===== config.mk =====
export PLATFORM = sky130hd
export DESIGN_NAME = baud_gen_frac
export DESIGN_NICKNAME = d
export VERILOG_FILES = /design/src/rtl/baud_gen_frac.sv
export SDC_FILE = /design/constraint.sdc
export NUM_CORES = 1
export LEC_CHECK = 0
export ABC_AREA = 0
export BUFFER_PORTS_ARGS = -buffer_cell sky130_fd_sc_hd__buf_2
export CORE_UTILIZATION = 60
export CTS_CLUSTER_DIAMETER = 150
export DETAILED_ROUTE_END_ITERATION = 10
export PLACE_DENSITY = 0.82
export SLEW_MARGIN = 10
export SYNTH_ARGS = -nofsm -noshare
export SYNTH_HDL_FRONTEND = slang
export SYNTH_SLANG_ARGS = --single-unit

===== constraint.sdc =====
create_clock -name i_clk -period 8.4 [get_ports i_clk]
set_input_delay 2.1 -clock i_clk [delete_from_list [all_inputs] [get_ports i_clk]]
set_output_delay 2.1 -clock i_clk [all_outputs]
set_load 0.1 [all_outputs]

===== src/rtl/baud_gen_frac.sv =====
// Fractional baud-rate generator.
// o_tick fires every div_int (+1 when the fractional accumulator carries)
// cycles; o_bit_tick fires on every OVERSAMPLE-th o_tick. New divisors are
// staged in a pending copy and take effect on a period boundary, or right
// away while the generator is disabled.
// Optional feature: define BAUD_GEN_FRAC_EN to build the fractional
// accumulator. Without it the period is exactly div_int and i_div_frac is
// ignored.
module baud_gen_frac #(
  parameter int NB_COUNTER       = 12,
  parameter int NB_FRAC          = 8,
  parameter int OVERSAMPLE       = 16,
  parameter int DEFAULT_DIV_INT  = 162,
  parameter int DEFAULT_DIV_FRAC = 195
) (
  input  logic                  i_clk,
  input  logic                  i_reset_n,
  input  logic                  i_enable,
  input  logic [NB_COUNTER-1:0] i_div_int,
  input  logic [NB_FRAC-1:0]    i_div_frac,
  input  logic                  i_div_load,
  output logic                  o_load_ack,
  output logic                  o_tick,
  output logic                  o_bit_tick
);

  localparam int NB_OS = (OVERSAMPLE > 2) ? $clog2(OVERSAMPLE) : 1;
  localparam logic [NB_OS-1:0] OS_LAST = NB_OS'(OVERSAMPLE - 1);

  logic                  rst_dly_q;
  logic [NB_COUNTER-1:0] div_int_q, div_int_d;
  logic [NB_COUNTER-1:0] pend_int_q, pend_int_d;
  logic [NB_COUNTER-1:0] counter_q, counter_d;
  logic                  pend_q, pend_d;
  logic [NB_OS-1:0]      os_q, os_d;
  logic [NB_COUNTER-1:0] in_int_clamped;
  logic [NB_COUNTER-1:0] load_int;
  logic [NB_COUNTER-1:0] tc;
  logic                  extra;
  logic                  out_en;
  logic                  apply;

`ifdef BAUD_GEN_FRAC_EN
  logic [NB_FRAC-1:0] div_frac_q, div_frac_d;
  logic [NB_FRAC-1:0] pend_frac_q, pend_frac_d;
  logic [NB_FRAC-1:0] acc_q, acc_d;
  logic [NB_FRAC-1:0] load_frac;
  logic [NB_FRAC-1:0] frac_sel;
  logic [NB_FRAC:0]   acc_sum;
  logic               extra_q, extra_d;

  assign extra     = extra_q;
  assign load_frac = i_div_load ? i_div_frac : pend_frac_q;
  // A divisor applied on a tick also drives the accumulation at that tick,
  // so the very next period already follows the new ratio.
  assign frac_sel  = apply ? load_frac : div_frac_q;
  assign acc_sum   = {1'b0, acc_q} + {1'b0, frac_sel};
`else
  logic unused_frac;

  assign extra       = 1'b0;
  assign unused_frac = ^{i_div_frac, NB_FRAC'(DEFAULT_DIV_FRAC)};
`endif

  // A divisor below 2 would make the terminal count unreachable or zero-length.
  assign in_int_clamped = (i_div_int < NB_COUNTER'(2)) ? NB_COUNTER'(2) : i_div_int;
  assign load_int       = i_div_load ? in_int_clamped : pend_int_q;
  assign tc             = div_int_q - NB_COUNTER'(1) + {{(NB_COUNTER-1){1'b0}}, extra};

  // Outputs stay quiet while reset is asserted and for one cycle after it.
  assign out_en     = i_reset_n & ~rst_dly_q;
  assign o_tick     = out_en & i_enable & (counter_q == tc);
  assign o_bit_tick = o_tick & (os_q == OS_LAST);
  assign apply      = out_en & (pend_q | i_div_load) & (o_tick | ~i_enable);
  assign o_load_ack = apply;

  // Next-state: divisor staging/apply, period counter, oversample counter.
  always_comb begin
    div_int_d  = div_int_q;
    pend_int_d = pend_int_q;
    pend_d     = pend_q;
    counter_d  = counter_q;
    os_d       = os_q;
`ifdef BAUD_GEN_FRAC_EN
    div_frac_d  = div_frac_q;
    pend_frac_d = pend_frac_q;
    acc_d       = acc_q;
    extra_d     = extra_q;
`endif

    if (i_div_load) begin
      pend_int_d = in_int_clamped;
      pend_d     = 1'b1;
`ifdef BAUD_GEN_FRAC_EN
      pend_frac_d = i_div_frac;
`endif
    end

    if (apply) begin
      div_int_d = load_int;
      pend_d    = 1'b0;
`ifdef BAUD_GEN_FRAC_EN
      div_frac_d = load_frac;
`endif
    end

    if (!i_enable) begin
      counter_d = '0;
      os_d      = '0;
`ifdef BAUD_GEN_FRAC_EN
      acc_d   = '0;
      extra_d = 1'b0;
`endif
    end else if (o_tick) begin
      counter_d = '0;
      os_d      = (os_q == OS_LAST) ? '0 : os_q + NB_OS'(1);
`ifdef BAUD_GEN_FRAC_EN
      acc_d   = acc_sum[NB_FRAC-1:0];
      extra_d = acc_sum[NB_FRAC];
`endif
    end else begin
      counter_d = counter_q + NB_COUNTER'(1);
    end
  end

  // State registers with synchronous active-low reset.
  always_ff @(posedge i_clk) begin
    if (!i_reset_n) begin
      rst_dly_q  <= 1'b1;
      div_int_q  <= NB_COUNTER'(DEFAULT_DIV_INT);
      pend_int_q <= '0;
      pend_q     <= 1'b0;
      counter_q  <= '0;
      os_q       <= '0;
`ifdef BAUD_GEN_FRAC_EN
      div_frac_q  <= NB_FRAC'(DEFAULT_DIV_FRAC);
      pend_frac_q <= '0;
      acc_q       <= '0;
      extra_q     <= 1'b0;
`endif
    end else begin
      rst_dly_q  <= 1'b0;
      div_int_q  <= div_int_d;
      pend_int_q <= pend_int_d;
      pend_q     <= pend_d;
      counter_q  <= counter_d;
      os_q       <= os_d;
`ifdef BAUD_GEN_FRAC_EN
      div_frac_q  <= div_frac_d;
      pend_frac_q <= pend_frac_d;
      acc_q       <= acc_d;
      extra_q     <= extra_d;
`endif
    end
  end

endmodule


# Word level (Yosys, flattened, before mapping)
# Index checks and enable logic that the tools add are counted.
totals:
  ff_bits: 42
  latch_bits: 0
  ramBits: 0
  romBits: 0
  input_bits: 24
  n_memories: 0
classes:
  n_addsub: 3
  mul: 0
  div_mod_pow: 0
  magnitude_cmp: 1
  eq_ne: 2
  n_shift: 0
  mux: 4
  n_bitwise: 11
  reduce_logical: 3
ops:
  columns: ["operator", "n"]
  rows:
  - ["12-bit two-way mux", 2]
  - ["12-bit by 1-bit adder with 12-bit output (second input constant)", 1]
  - ["12-bit == test", 1]
  - ["12-bit by 2-bit < comparator with 1-bit output (second input constant)", 1]
  - ["12-bit by 1-bit subtractor with 12-bit output (second input constant)", 1]
  - ["1-bit bitwise AND", 6]
  - ["4-bit by 1-bit adder with 4-bit output (second input constant)", 1]
  - ["4-bit == test (second input constant)", 1]
  - ["4-bit two-way mux", 1]
  - ["1-bit inverter", 3]
  - ["3-bit OR reduction", 1]
  - ["1-bit bitwise OR", 2]
  - ["2-bit AND reduction", 1]
  - ["2-bit OR reduction", 1]
  - ["1-bit two-way mux", 1]

# Depth between registers and ports, before layout
# Gate-level depths: netlist of the first run.
logic_depth:
  depth_word: 7
  ltp_mapped: 10
  ltp_nobuf: 9

# Worst setup path after synthesis of the first run
# No wires, ideal clock.
synth_path:
  path_kind: "input to output"
  start: "in i_enable"
  end: "out o_bit_tick"
  t_arrival_ps: 6565
  t_required_ps: 6300
  setup_slack_ps: -265
  stages: 5
  n_path_buf: 0
  cell_sequence: "nand2_1 -> nor4_1 -> nand3_1 -> nor4_1 -> and4_1"
synth_via:
  elab_chain_cells: 3
synth_rtl:
  columns: ["item", "line_no", "rtl"]
  rows:
  - ["start: declaration", "18", "input logic i_enable,"]
  - ["1-bit bitwise AND (2 in series)", "72", "assign o_tick = out_en & i_enable & (counter_q == tc);"]
  - ["named net o_tick", "23", "output logic o_tick,"]
  - ["1-bit bitwise AND", "73", "assign o_bit_tick = o_tick & (os_q == OS_LAST);"]
  - ["end: declaration", "24", "output logic o_bit_tick"]
# The timed path passes the listed nets, and every way through them passes these cells.

# Worst setup path in the final report of the first run
layout_path:
  start: "in i_reset_n"
  end: "out o_load_ack"
layout_via:
  elab_chain_cells: 5
  elab_cells_between_ends: 6
  cone_classes: "6 x bitwise"
layout_rtl:
  columns: ["item", "line_no", "rtl"]
  rows:
  - ["start: declaration", "17", "input logic i_reset_n,"]
  - ["1-bit bitwise AND *", "71", "assign out_en = i_reset_n & ~rst_dly_q;"]
  - ["1-bit bitwise AND (2 in series)", "72", null]
  - ["1-bit bitwise OR", "74", "assign apply = out_en & (pend_q | i_div_load) & (o_tick | ~i_enable);"]
  - ["1-bit bitwise AND *", "74", null]
  - ["end: declaration", "22", "output logic o_load_ack,"]
# Every way passes the cells marked *; elsewhere a longest branch is shown, timed or not.

==> reports/results.tsv, run 1 <==
stage	metric	value	unit
placed_design	portBuffers	18	
setup_path	setup.worst_path.class	in -> out	
timing	worst_slew_margin_rel	60.2	%
clocking	post_cts_buffers	0	
power	peakVddDrop	115	uV
timing	finalHoldViolations	0	
setup_path	arrival	4340	ps
floorplanning	start_util	62.9	%
routing	vias	1612	
power	p_leak	0.919	nW
worst_hold_path	hold_depth	2	
yosys	synth_edf_count	0	
setup_path	required	6300	ps
floorplanning	die_h	61.4	um
floorplanning	core_area	0.00336	mm^2
routing	drt_iter0_markers	78	
placed_design	dpl_cell_area	0.00224	mm^2
yosys	synth-adder-area-share	1.78	%
yosys	yosys-top-cells-area	dfxtp_1 40%, mux2i_1 6.6%, nor2_1 6.4%	
global_route	grt_overflow	0	
power	power_density	150	mW/mm^2
timing	finClkSkew	6.82	ps
routing	antenna_left	0	
cells_and_area	stdcell_area	0.00229	mm^2
routing	first_pass_iters	4	
placed_design	finalWeightedCongestion	0.833	
timing	timing.fmax	0.155	GHz
cells_and_area	seq_area	841	um^2
flow_run	cap_violations	0	
timing	rsz0062_at_grt	no	
floorplanning	rows	21	
setup_path	cp-end-kind	output pin	
yosys	ys_types	45	
yosys	synthXorXnorAreaFrac	10.8	%
yosys	ys_warn_count	0	
yosys	synth.area.mux_share	12.5	%
worst_hold_path	hold_path_class	reg -> reg	
timing	setup_viol_count_final	0	
clocking	clock_latency	370	ps
floorplanning	die-area	0.00377	mm^2
yosys	synthSimpleGateAreaFrac	23.2	%
routing	wire_per_inst	14.0	um
clocking	clock_path_buffers	2	
yosys	async_flop_share	0	%
yosys	ys_seq_area_share	39.8	%
timing	period_needed	6440	ps
cells_and_area	multiInputGateArea	0.00121	mm^2
yosys	yosys_register_bits	42	
cells_and_area	drive_above_1_share	17.7	%
yosys	syn_area	0.00211	mm^2
routing	drt-total-wl	4050	um
placed_design	dp_hpwl	2980	um
clocking	cts_hold_buf	0	
yosys	synth_top_area_share	39.8	%
yosys	synth.avg_cell_area	9.48	um^2
yosys	synth_compound_area_share	8.52	%
routing	drc	0	
yosys	synth_nets	250	
clocking	cts-htree-levels	2	
cells_and_area	fillers	295	
cells_and_area	area_growth	8.52	%
global_route	grt_pass1_vias	1534	
clocking	cts_root_buf	clkbuf_4	
timing	hold_slack	509	ps
global_route	antenna_found_initial	0	
timing	worst_pin_slew	592	ps
cells_and_area	diodes	0	
cells_and_area	nNetsFinal	269	
setup_path	worstSetupStartpointType	input port	
clocking	cts.clk_slew.worst_paths	130	ps
run_status	status	finished clean	
yosys	synth_area_leader_cell	dfxtp_1	
yosys	synthFlopType	dfxtp_1	
setup_path	rr_worst_depth	10	
timing	slew_viol_final	0	
clocking	cts.repair.resized	0	
clocking	cts.sinks	42	
timing	fin_tns_setup	0	ps
global_route	grt_usage	24.9	%
global_route	grt_pass1_wl	6710	um
clocking	cts_tree	done	
setup_path	crit_fanout	14	
clocking	numCtsBuffers	5	
timing	fin_crit_sh	76.7	%
floorplanning	io_pins	27	
routing	viasPerCell	5.58	
global_route	grt_max_degree	18	
floorplanning	die_x	61.4	um
yosys	synthCells	223	
yosys	synth_top_family_by_area	simple AND/OR/NAND/NOR gates	
[kinds of logic after synthesis]
group / count (synthesis)
and+or+nand+nor: 92
muxes: 23
adders and majority gates: 3
buffers and inverters: 16
xor gates and xnor gates: 26
AOI/OAI and AO/OA: 21
DFF: 42
[per-stage QoR]
step	worst slack, ps	cells	util, %	total power, mW
6_report	1960	289	68.2	0.345
3_5_place_dp	1950	281	66.5	0.246
2_1_floorplan	1010	223	-	0.236
4_1_cts	1950	289	68.2	0.349
3_3_place_gp	2050	281	66.5	0.245
5_1_grt	1810	289	68.2	0.363
[cell type report]
class	count	area share, %
well taps	46	2.51
repair buffers	19	4.25
clock inverters	3	0.927
flip-flops and latches	42	36.6
multi-input cells	165	52.6
inverters	9	1.47
clock buffers	5	1.64
[placed cells by master, fill, tap and decap left out, types with 3 or more instances in the layout]
cell      synthesis  routed
dfxtp_1          42      42
nor2_1           36      36
buf_2             2      18
xnor2_1          15      15
mux2i_1          14      14
xor2_1           11      11
and2_1            9       9
inv_1             8       8
nand3_1           8       8
nand2_1           7       7
mux2_4            6       6
nor3_1            5       5
clkbuf_4          0       5
or4_1             4       4
nor4_1            5       4
a21oi_1           4       4
and3_1            4       4
a211oi_1          3       3
nand2b_1          3       3
mux2_2            3       3
ha_1              3       3
[power by group]
group	leakage, nW	switching (mW)	total (mW)	internal (mW)
Sequential	0.342	0.00449	0.210	0.205
Clock	0.0312	0.0712	0.104	0.0326
Combinational	0.545	0.0181	0.0315	0.0134
Total	0.919	0.0938	0.345	0.251
[worst max-delay path, cell delays in order]
cell and delay [ps]:
buf_2 230, nand2_1 180, nor4_1 250, nand3_1 150, nor2_1 210, o211ai_4 180, a211oi_4 280, buf_4 270
buf_2 470
[flip-flops by register name, indices dropped and copies added (netlist names)]
signal and count:
counter_q 12, div_int_q 12, pend_int_q 12, os_q 4, pend_q 1, rst_dly_q 1
[cell usage after synthesis (2+ instances only)]
cell type / count
a211oi_1: 3
a21oi_1: 4
a31oi_1: 2
and2_1: 9
and3_1: 4
buf_1: 2
buf_2: 2
clkbuf_1: 2
dfxtp_1: 42
ha_1: 3
inv_1: 8
mux2_2: 3
mux2_4: 6
mux2i_1: 14
nand2_1: 7
nand2b_1: 3
nand3_1: 8
nand4_1: 2
nor2_1: 36
nor3_1: 5
nor3b_1: 2
nor4_1: 5
o31a_1: 2
or4_1: 4
xnor2_1: 15
xor2_1: 11
[worst paths after layout]
check | startpoint | to | slack [ps]
worst max-delay path | i_reset_n | o_load_ack | 1960
worst min-delay path | pend_int_q[7]$_SDFF_PN0_ | pend_int_q[7]$_SDFF_PN0_ | 510
worst max register to register | div_int_q[0]$_SDFFE_PN0P_ | div_int_q[0]$_SDFFE_PN0P_ | 5150
worst min register to register | pend_int_q[7]$_SDFF_PN0_ | pend_int_q[7]$_SDFF_PN0_ | 510
[per-layer routing]
layer	vias to the layer above	share of wire [%]	track usage, %
met4	0	2.0	9.21
li1	818	-	-
met5	-	0	0
met1	767	46	28.6
met2	20	49	43.0
met3	7	2.9	8.40
Power figures use the tool's default switching activity.
==> run 2, diff against run 1 <==
- CORE_UTILIZATION: 60 -> 57
- PLACE_DENSITY: 0.82 -> 0.79
- clock period: 8.4 -> 6.15 ns (I/O delays scaled with it)
==> run 2 against run 1 <==
Total power increased by 46%. Largest power group unchanged. Clock-buffer cell count up 1. Sequential share of layout area shrank 0.57 points. Setup slack worse by 1100 ps. Worst hold slack worse by 20 ps. Clock power is 68% higher. Clock skew is 1.1 ps higher. Global-route usage decreased by 2.8 points. Die area increased by 5.1%.
==> reports/results.tsv, run 2 (same netlist as run 1, synthesis figures left out) <==
stage	metric	value	unit	change
run_status	status	finished clean		unchanged
setup_path	setup.worst_path.class	in -> out		unchanged
clocking	clock_latency	300	ps	was 370 ps
setup_path	required	4610	ps	was 6300 ps
clocking	cts-htree-levels	2		unchanged
timing	finalHoldViolations	0		unchanged
floorplanning	start_util	61.4	%	was 62.9%
placed_design	pre_cts_slack	866	ps	was 1950 ps
clocking	cts.clk_slew.worst_paths	80	ps	was 130 ps
power	p_leak	0.933	nW	was 0.919 nW
setup_path	rr_worst_depth	10		unchanged
timing	fin_tns_setup	0	ps	unchanged
floorplanning	die_h	62.9	um	was 61.4 um
routing	antenna_left	0		unchanged
setup_path	reg2reg_from	div_int_q[0]$_SDFFE_PN0P_		unchanged
setup_path	worstReg2RegEnd	div_int_q[2]$_SDFFE_PN0P_		was div_int_q[0]$_SDFFE_PN0P_
placed_design	finalWeightedCongestion	0.791		was 0.833
setup_path	endpoint	o_load_ack		unchanged
clocking	cts_hold_buf	0		unchanged
timing	period_needed	5280	ps	
setup_path	rrSetupSlack	2890	ps	was 5150 ps
routing	vias	1593		was 1612
global_route	grt_pass1_wl	6740	um	was 6710 um
cells_and_area	nNetsFinal	269		unchanged
floorplanning	die_x	62.9	um	was 61.4 um
floorplanning	rows	21		unchanged
cells_and_area	diodes	0		unchanged
setup_path	worstSetupStartpointType	input port		unchanged
timing	finClkSkew	7.96	ps	was 6.82 ps
global_route	grt_pass1_vias	1548		was 1534
timing	worst_slew_margin_rel	59.1	%	was 60.2%
timing	fin_ws	873	ps	was 1960 ps
placed_design	portBuffers	18		unchanged
clocking	clock_path_buffers	2		unchanged
cells_and_area	drive_above_1_share	17.3	%	was 17.7%
timing	fin_crit_sh	85.8	%	
global_route	antenna_found_initial	0		unchanged
setup_path	cp-end-kind	output pin		unchanged
routing	wire_per_inst	13.7	um	was 14.0 um
routing	first_pass_iters	4		unchanged
worst_hold_path	hold_path_class	reg -> reg		unchanged
setup_path	arrival	3740	ps	was 4340 ps
power	peakVddDrop	191	uV	was 115 uV
flow_run	cap_violations	0		unchanged
floorplanning	die-area	0.00396	mm^2	was 0.00377 mm^2
timing	rsz0062_at_grt	no		unchanged
setup_path	crit_fanout	14		unchanged
clocking	cts_tree	done		unchanged
clocking	post_cts_buffers	0		unchanged
clocking	cts.repair.resized	0		unchanged
clocking	numCtsBuffers	5		unchanged
global_route	grt_overflow	0		unchanged
cells_and_area	layout_common_cells	42 x dfxtp_1, 36 x nor2_1, 18 x buf_2, 15 x xnor2_1, 14 x mux2i_1		unchanged
routing	drt_iter0_markers	54		was 78
floorplanning	io_pins	27		unchanged
floorplanning	core_area	0.00344	mm^2	was 0.00336 mm^2
global_route	grt_usage	22.1	%	was 24.9%
setup_path	cp-startpoint	i_reset_n		unchanged
routing	drc	0		unchanged
timing	worst_pin_slew	609	ps	was 592 ps
power	power_density	216	mW/mm^2	was 150 mW/mm^2
global_route	grt_max_degree	18		unchanged
routing	viasPerCell	5.51		was 5.58
clocking	cts_root_buf	clkbuf_8		was clkbuf_4
cells_and_area	mostFrequentLayoutCell	dfxtp_1		unchanged
placed_design	dp_hpwl	2920	um	was 2980 um
timing	timing.fmax	0.190	GHz	
cells_and_area	area_growth	10.2	%	was 8.52%
timing	setup_viol_count_final	0		unchanged
clocking	cts.sinks	42		unchanged
timing	slew_viol_final	0		unchanged
cells_and_area	largest_registers	counter_q (12), div_int_q (12), pend_int_q (12)		unchanged
routing	drt-total-wl	3950	um	was 4050 um
[run 2: area by class of cell]
type	count	area (um^2)
Multi-Input combinational cell	165	1210
Fill cell	291	1110
Sequential cell	42	841
Timing Repair Buffer	19	97.6
Clock buffer	6	72.6
Tap cell	46	57.6
Inverter	9	33.8
Clock inverter	2	13.8
[run 2: metal layers]
| metal | share of wire, % | GRT usage [%] |
|---|---|---|
| met5 | 0 | 0 |
| met4 | 1.6 | 9.01 |
| met3 | 4.5 | 6.57 |
| met2 | 45 | 35.5 |
| met1 | 49 | 27.3 |
[run 2: worst min-delay path by stage]
stage / slack [ps] / to / from / depth (start not counted)
global placement: 470 / counter_q[0]$_SDFF_PP0_ / counter_q[0]$_SDFF_PP0_ / 1
floorplan: 450 / counter_q[0]$_SDFF_PP0_ / counter_q[0]$_SDFF_PP0_ / 1
global route: 540 / counter_q[0]$_SDFF_PP0_ / counter_q[0]$_SDFF_PP0_ / 1
detailed placement: 480 / counter_q[0]$_SDFF_PP0_ / counter_q[0]$_SDFF_PP0_ / 1
CTS: 500 / counter_q[0]$_SDFF_PP0_ / counter_q[0]$_SDFF_PP0_ / 1
finish: 490 / counter_q[0]$_SDFF_PP0_ / counter_q[0]$_SDFF_PP0_ / 1
[run 2: report_power, final]
| part | internal, mW | leakage, nW | switching, mW | total, mW |
|---|---|---|---|---|
| Sequential | 0.280 | 0.342 | 0.00582 | 0.286 |
| Combinational | 0.0183 | 0.545 | 0.0256 | 0.0439 |
| Clock | 0.0801 | 0.0452 | 0.0946 | 0.175 |
[run 2: critical path: stages]
cell and delay [ps]:
buf_2 210, nand2_1 160, nor4_1 240, nand3_1 180, nor2_1 220, o211ai_4 170
a211oi_4 270, buf_4 280, buf_2 470
[run 2: through the flow]
step / cell area (um^2) / hold slack (ps) / power, mW / instances / util (%)
2_1_floorplan: 2130 / 448 / 0.322 / 223 / -
3_3_place_gp: 2240 / 471 / 0.335 / 281 / 65.2
3_5_place_dp: 2240 / 482 / 0.336 / 281 / 65.2
4_1_cts: 2330 / 500 / 0.509 / 289 / 67.7
5_1_grt: 2330 / 539 / 0.529 / 289 / 67.7
6_report: 2330 / 489 / 0.505 / 289 / 67.7
